--- config.mk ---
export PLATFORM = sky130hd
export DESIGN_NAME = tdm_demux
export DESIGN_NICKNAME = d
export VERILOG_FILES = /design/src/rtl/tdm_demux.sv
export SDC_FILE = /design/constraint.sdc
export NUM_CORES = 1
export LEC_CHECK = 0
export ABC_CLOCK_PERIOD_IN_PS = 2150
export CAP_MARGIN = 10
export CORE_MARGIN = 2
export CORE_UTILIZATION = 35
export DETAILED_ROUTE_END_ITERATION = 6
export PLACE_DENSITY_LB_ADDON = 0.2
export SLEW_MARGIN = 0
export SYNTH_ARGS = -nofsm -noshare
export SYNTH_HDL_FRONTEND = slang
export SYNTH_SLANG_ARGS = --single-unit
--- constraint.sdc ---
create_clock -name clk -period 2.15 [get_ports clk]
set_input_delay 0.43 -clock clk [delete_from_list [all_inputs] [get_ports clk]]
set_output_delay 0.43 -clock clk [all_outputs]
set_load 0.05 [all_outputs]
--- src/rtl/tdm_demux.sv ---
// tdm_demux: steers a framed TDM sample stream into registered per-channel slots and flags alignment loss.
// Optional saturating error counter on err_count when TDM_DEMUX_ERRCNT_EN is defined.
module tdm_demux #(
    parameter int WIDTH    = 8,
    parameter int CHANNELS = 4,
    localparam int CW      = $clog2(CHANNELS)
) (
    input  logic                      clk,
    input  logic                      rst_n,
    input  logic [WIDTH-1:0]          in_data,
    input  logic                      in_valid,
    input  logic                      in_frame,
    output logic [CHANNELS*WIDTH-1:0] out_data,
    output logic [CHANNELS-1:0]       out_strobe,
    output logic                      frame_done,
    output logic                      sync_err
`ifdef TDM_DEMUX_ERRCNT_EN
    ,
    output logic [7:0]                err_count
`endif
);

    typedef enum logic {HUNT, LOCKED} state_t;

    state_t                    state_q, state_d;
    logic [CW-1:0]             ch_idx_q, ch_idx_d;
    logic [CHANNELS*WIDTH-1:0] data_q, data_d;
    logic [CHANNELS-1:0]       strobe_q, strobe_d;
    logic                      done_q, done_d;
    logic                      err_q, err_d;
    logic                      last_ch;

    assign last_ch = (ch_idx_q == CW'(CHANNELS - 1));

    always_comb begin
        state_d  = state_q;
        ch_idx_d = ch_idx_q;
        data_d   = data_q;
        strobe_d = '0;
        done_d   = 1'b0;
        err_d    = 1'b0;
        if (in_valid) begin
            if (state_q == HUNT) begin
                if (in_frame) begin
                    data_d[WIDTH-1:0] = in_data;
                    strobe_d[0]       = 1'b1;
                    ch_idx_d          = CW'(1);
                    state_d           = LOCKED;
                end
            end else if (in_frame) begin
                // A marker always realigns; it is an error only if it arrives early.
                err_d             = (ch_idx_q != '0);
                data_d[WIDTH-1:0] = in_data;
                strobe_d[0]       = 1'b1;
                ch_idx_d          = CW'(1);
            end else if (ch_idx_q == '0) begin
                err_d   = 1'b1;
                state_d = HUNT;
            end else begin
                data_d[ch_idx_q*WIDTH +: WIDTH] = in_data;
                strobe_d[ch_idx_q]              = 1'b1;
                done_d                          = last_ch;
                ch_idx_d                        = last_ch ? '0 : CW'(ch_idx_q + 1'b1);
            end
        end
    end

    always_ff @(posedge clk or negedge rst_n) begin
        if (!rst_n) begin
            state_q  <= HUNT;
            ch_idx_q <= '0;
            data_q   <= '0;
            strobe_q <= '0;
            done_q   <= 1'b0;
            err_q    <= 1'b0;
        end else begin
            state_q  <= state_d;
            ch_idx_q <= ch_idx_d;
            data_q   <= data_d;
            strobe_q <= strobe_d;
            done_q   <= done_d;
            err_q    <= err_d;
        end
    end

    assign out_data   = data_q;
    assign out_strobe = strobe_q;
    assign frame_done = done_q;
    assign sync_err   = err_q;

`ifdef TDM_DEMUX_ERRCNT_EN
    logic [7:0] err_cnt_q, err_cnt_d;

    always_comb begin
        err_cnt_d = (err_d && err_cnt_q != 8'hFF) ? err_cnt_q + 8'd1 : err_cnt_q;
    end

    always_ff @(posedge clk or negedge rst_n) begin
        if (!rst_n) err_cnt_q <= '0;
        else        err_cnt_q <= err_cnt_d;
    end

    assign err_count = err_cnt_q;
`endif

endmodule

== After elaboration in Yosys (flattened, before gate mapping) ==
Index checks and enable logic that the tools add are counted.
Word-level totals
  output and inout port bits: 38
  register bits after elaboration: 41
Cells by class
  eq/ne operators: 2
  reductions and logical operators: 6
  add/sub/neg operators: 2
  bitwise gates (word level): 2
  $lt $le $gt $ge: 2
  muxes and demuxes: 30
  shift-type cells: 2
Operators with widths (number)
  5-bit negation with 34-bit output: 1
  8-bit by 34-bit variable shift with 32-bit output, first input constant: 1
  8-bit by 34-bit variable part select with 32-bit output: 1
  32-bit bitwise mux: 1
  8-bit two-way mux: 4
  1-bit two-way mux: 15
  2-bit two-way mux: 5
  4-bit two-way mux: 2
  3-bit two-way mux: 2
  4-bit AND reduction: 1
  2-bit nonzero test: 2
  2-bit by 3-bit less-than comparator with 1-bit output, second input constant: 1
  3-bit AND reduction: 1
  2-bit by 1-bit adder with 2-bit output, second input constant: 1
  1-bit demux with 2-bit select: 1
  2-bit == test, second input constant: 1
  2-bit by 1-bit greater-or-equal comparator with 1-bit output, second input constant: 1
  2-bit logical NOT: 1
  2-bit != test, second input constant: 1
  1-bit NOT: 2
  1-bit logical AND: 1

== Logic depth before layout (Yosys ltp) ==
  depth after elaboration: 8
  mapped depth: 8
  depth with buffers taken out: 7

== Worst setup path before layout ==
Ideal clock, no wire load.
  path kind: register to register
  start point: register ch_idx_q[0]
  end point: register data_q[16], in the netlist out_data[16]
  path buffers: 0
  cell stages (with the launch flop): 8
  period minus slack after synthesis: 1.930 ns
  arrival: 1.863 ns
  setup slack: 0.220 ns
  library setup time: 0.067 ns
  path through: dfrtp_1 > inv_1 > ha_1 > inv_1 > ha_1 > nand4_4 > nor4b_4 > a22o_1
Between the ends
  cells in the longest elaborated chain, start to end: 3
  elaborated cells on any way between the ends: 7
  those cells by class: 1 x add/sub; 2 x shift; 1 x mux; 1 x bitwise; 2 x reduce/logical
Ends and longest elaborated chain
  start, declared: RTL line 26  | logic [CW-1:0] ch_idx_q, ch_idx_d;
  start signal, assigned: RTL line 78  | ch_idx_q <= ch_idx_d;
  5-bit negation with 34-bit output or 2-bit logical NOT (tied branches): RTL line 60, 56
  8-bit by 34-bit variable part select with 32-bit output, or another cell as far along: RTL line 60  | data_d[ch_idx_q*WIDTH +: WIDTH] = in_data;
  32-bit bitwise mux or 4-bit AND reduction (tied branches)
  end signal, assigned: RTL line 79  | data_q <= data_d;
  end, declared: RTL line 27  | logic [CHANNELS*WIDTH-1:0] data_q, data_d;
Several ways; a longest one is shown, not always the timed one.
A chain may end at the register's enable or synchronous reset.

== Final worst setup path ==
  start point: register ch_idx_q[1]
  end point: register data_q[18], in the netlist out_data[18]
Same word-level chain as after synthesis.

==> implementation parameters <==
Parameter                              Value

Outcome
  Outcome    completed

Clocking
  Gates resized, CTS repair    0
  Clock buffer depth    2
  Setup Buffers After CTS    0
  CTS H-tree depth    2
  Quantity of hold-fixing buffers added after cts    0
  Number of buffers added by the clock tree synthesis step    5
  CTS tree    yes
  # clock sinks    40
  Clock transition at path regs    80 ps
  Skew-Pair Late Insertion Delay    280 ps
  Clk Tree Root Cell    sky130_fd_sc_hd__clkbuf_8

Timing
  TNS Setup    0 ps
  Highest attainable clock frequency    502 MHz
  Worst-margin pin slew    865 ps
  Shortest clock period the worst path allows after layout    1990 ps
  Unrepaired setup endpoints after global routing    false
  Post-route clock skew    6.74 ps
  Max-slew violation total from the final report    0
  Period Utilization, post-route    92.7%
  Max_slew headroom    42.3%
  Hold Fails Final Rpt    0
  Number of setup violations in the final report    0

Final layout
  Fraction of layout cells with a size suffix above 1    8.92%
  Signed area change from the synthesized netlist to the final layout    40.9%
  Final Instance Area    0.00243 mm2
  Number of fill cells in the layout    442
  Post-Route Utilization    51.2%
  Ant. Diodes    0
  Post-layout nets    232

Die
  IO Count    50
  Number of standard-cell rows in the floorplan    25
  Area inside the core boundary    0.00475 mm2
  Area of the die    0.00551 mm2
  Initial Util    36.3%
  Chip Width    74.3 um
  Die height    74.3 um

GRT
  All-Layer GR Usage    15.9%
  Number of global-route vias before repair    1384
  Antenna violations before repair    0
  Total overflow reported by the global router    0
  Largest net degree at the start of global routing    41
  Wire length of the first global-routing pass    6.69 mm

Yosys
  Post-Syn Area    0.00173 mm2
  Dominant register cell in the synthesized netlist    sky130_fd_sc_hd__dfrtp_1
  Distinct cell type count after synthesis    25
  Number of synthesized register bits    40
  Cells taking the most area after synthesis    sky130_fd_sc_hd__dfrtp_1, sky130_fd_sc_hd__nand2_1, sky130_fd_sc_hd__ha_1
  Top-area cell type share of the netlist area    57.9%
  Yosys warning total    0
  Post-synthesis async set-or-reset flop share    100%
  Most numerous cell in the Yosys netlist    sky130_fd_sc_hd__dfrtp_1
  Avg Synthesized Cell Area    11.0 um2
  Synth top cells by count    sky130_fd_sc_hd__dfrtp_1, sky130_fd_sc_hd__nand2_1, sky130_fd_sc_hd__o21ai_0
  Number of flops mapped to enable cells by yosys    0
  Post-synthesis cell count    157
  Largest area contributor in the netlist    sky130_fd_sc_hd__dfrtp_1
  Share of synthesized area occupied by flip-flops and latches    57.9%
  Number of nets produced by synthesis    176

Route
  DRC    0
  First-pass DRT Iterations    4
  DRT Wirelength    3.98 mm
  Ratio of routed vias to standard cells    4.87
  Detailed-route via count    1364
  DRT antenna net count    0
  Avg WL per Cell    14.2 um
  Number of design-rule violations left by the first detailed-router iteration    69

Worst setup path
  Crit path cell chain    inv_1 -> ha_1 -> inv_1 -> ha_1 -> nand4_4 -> nor4b_4 -> buf_4 -> a22o_1
  Endpoint arrival time on the critical path    2210 ps
  Data required time of the worst path    2360 ps
  Worst setup path category    reg -> reg
  Crit path max-delay family    adder cells
  CP max stage delay    410 ps
  Count of cells along the worst register-to-register path    8
  Worst path buffer plus inverter count    3
  Crit path capture type    flop
  Nature of the critical path startpoint    flop
  Maximum fanout along the worst path    8
  Cell count along the critical path    8
  Critical Path Slowest Stage Cell    sky130_fd_sc_hd__dfrtp_1

Power and ir drop
  Static leakage    0.00107 uW
  Peak supply drop    0.923 mV
  Pwr per Cell Area    1620 mW/mm2

Placed design
  Cell Area, Placed    0.00230 mm2
  IO Port Bufs    49
  Total half-perimeter wirelength after legalization and detailed placement    3.00 mm
  Gp weighted congestion    0.853

Worst hold path
  Path category of the worst min-delay check    in -> async

Job
  Number of maximum-capacitance constraint violations    0
area by class of cell:
class	count	area (um2)	area share [%]
Clock inverter	2	60.1	2.47
Clock buffer	5	68.8	2.83
Tap cell	67	83.8	3.44
Inverter	4	15.0	0.617
Timing Repair Buffer	57	546	22.4
Multi-Input combinational cell	105	661	27.1
Sequential cell	40	1000	41.1
cell families after synthesis:
group / synth area share (%)
AOI/OAI and AO/OA: 15.4
adders and majority gates: 5.07
buffers and inverters: 3.84
DFF: 57.9
and+or+nand+nor: 17.8
routing by layer:
metal	up-vias	routed length (um)	global-route usage, %	share of wire, %
met4	0	61	5.56	1.5
met5	-	0	0	0
li1	663	-	-	-
met1	652	1830	21.7	46
met2	43	1890	25.1	47
met3	6	204	3.79	5.1
sequential cells by signal, summed over array words and instances, names as in the netlist:
name / count
ch_idx_q: 2
frame_done: 1
out_data: 32
out_strobe: 3
state_q: 1
sync_err: 1
through the flow:
step / cells / worst slack [ps] / hold WS [ps] / power [uW]
after floorplan: 157 / 220 / 134 / 2580
after global placement: 272 / 180 / 463 / 3210
after detailed placement: 272 / 102 / 470 / 3260
after CTS: 279 / 157 / 285 / 3970
after global routing: 280 / 60.9 / 326 / 4170
final: 280 / 158 / 261 / 3940
placed cells by master, fill, tap and decap left out, types with 2 or more instances in the layout:
master                            netlist  final
sky130_fd_sc_hd__o2bb2ai_1              8      8
sky130_fd_sc_hd__nand2_1               35     35
sky130_fd_sc_hd__clkbuf_8               0      5
sky130_fd_sc_hd__a22o_1                 8      8
sky130_fd_sc_hd__nand3_1                8      8
sky130_fd_sc_hd__nor2_1                 2      2
sky130_fd_sc_hd__ha_1                   7      7
sky130_fd_sc_hd__inv_1                  4      4
sky130_fd_sc_hd__clkdlybuf4s50_1        0     48
sky130_fd_sc_hd__buf_4                  2      8
sky130_fd_sc_hd__o21ai_0               17     17
sky130_fd_sc_hd__dfrtp_1               40     40
sky130_fd_sc_hd__nand4_1                2      2
sky130_fd_sc_hd__bufinv_16              0      2
sky130_fd_sc_hd__nor2b_1                3      3
sky130_fd_sc_hd__and3_1                 4      4
sky130_fd_sc_hd__a31oi_1                2      2
power breakdown:
group	switching, uW	internal (uW)
clock	241	457
sequential	167	1010
combinational	1370	699
total	1780	2160
worst paths after layout:
| path | startpoint | to | slack (ps) |
|---|---|---|---|
| max in group asynchronous | rst_n | out_data[16] | 1350 |
| min in group clk | out_data[25] | out_data[25] | 480 |
| min | rst_n | out_strobe[0] | 260 |
| min reg2reg | out_data[25] | out_data[25] | 480 |
| max reg2reg | ch_idx_q[1] | out_data[18] | 160 |
| max | ch_idx_q[1] | out_data[18] | 160 |
(Power assumes the default switching activity.)
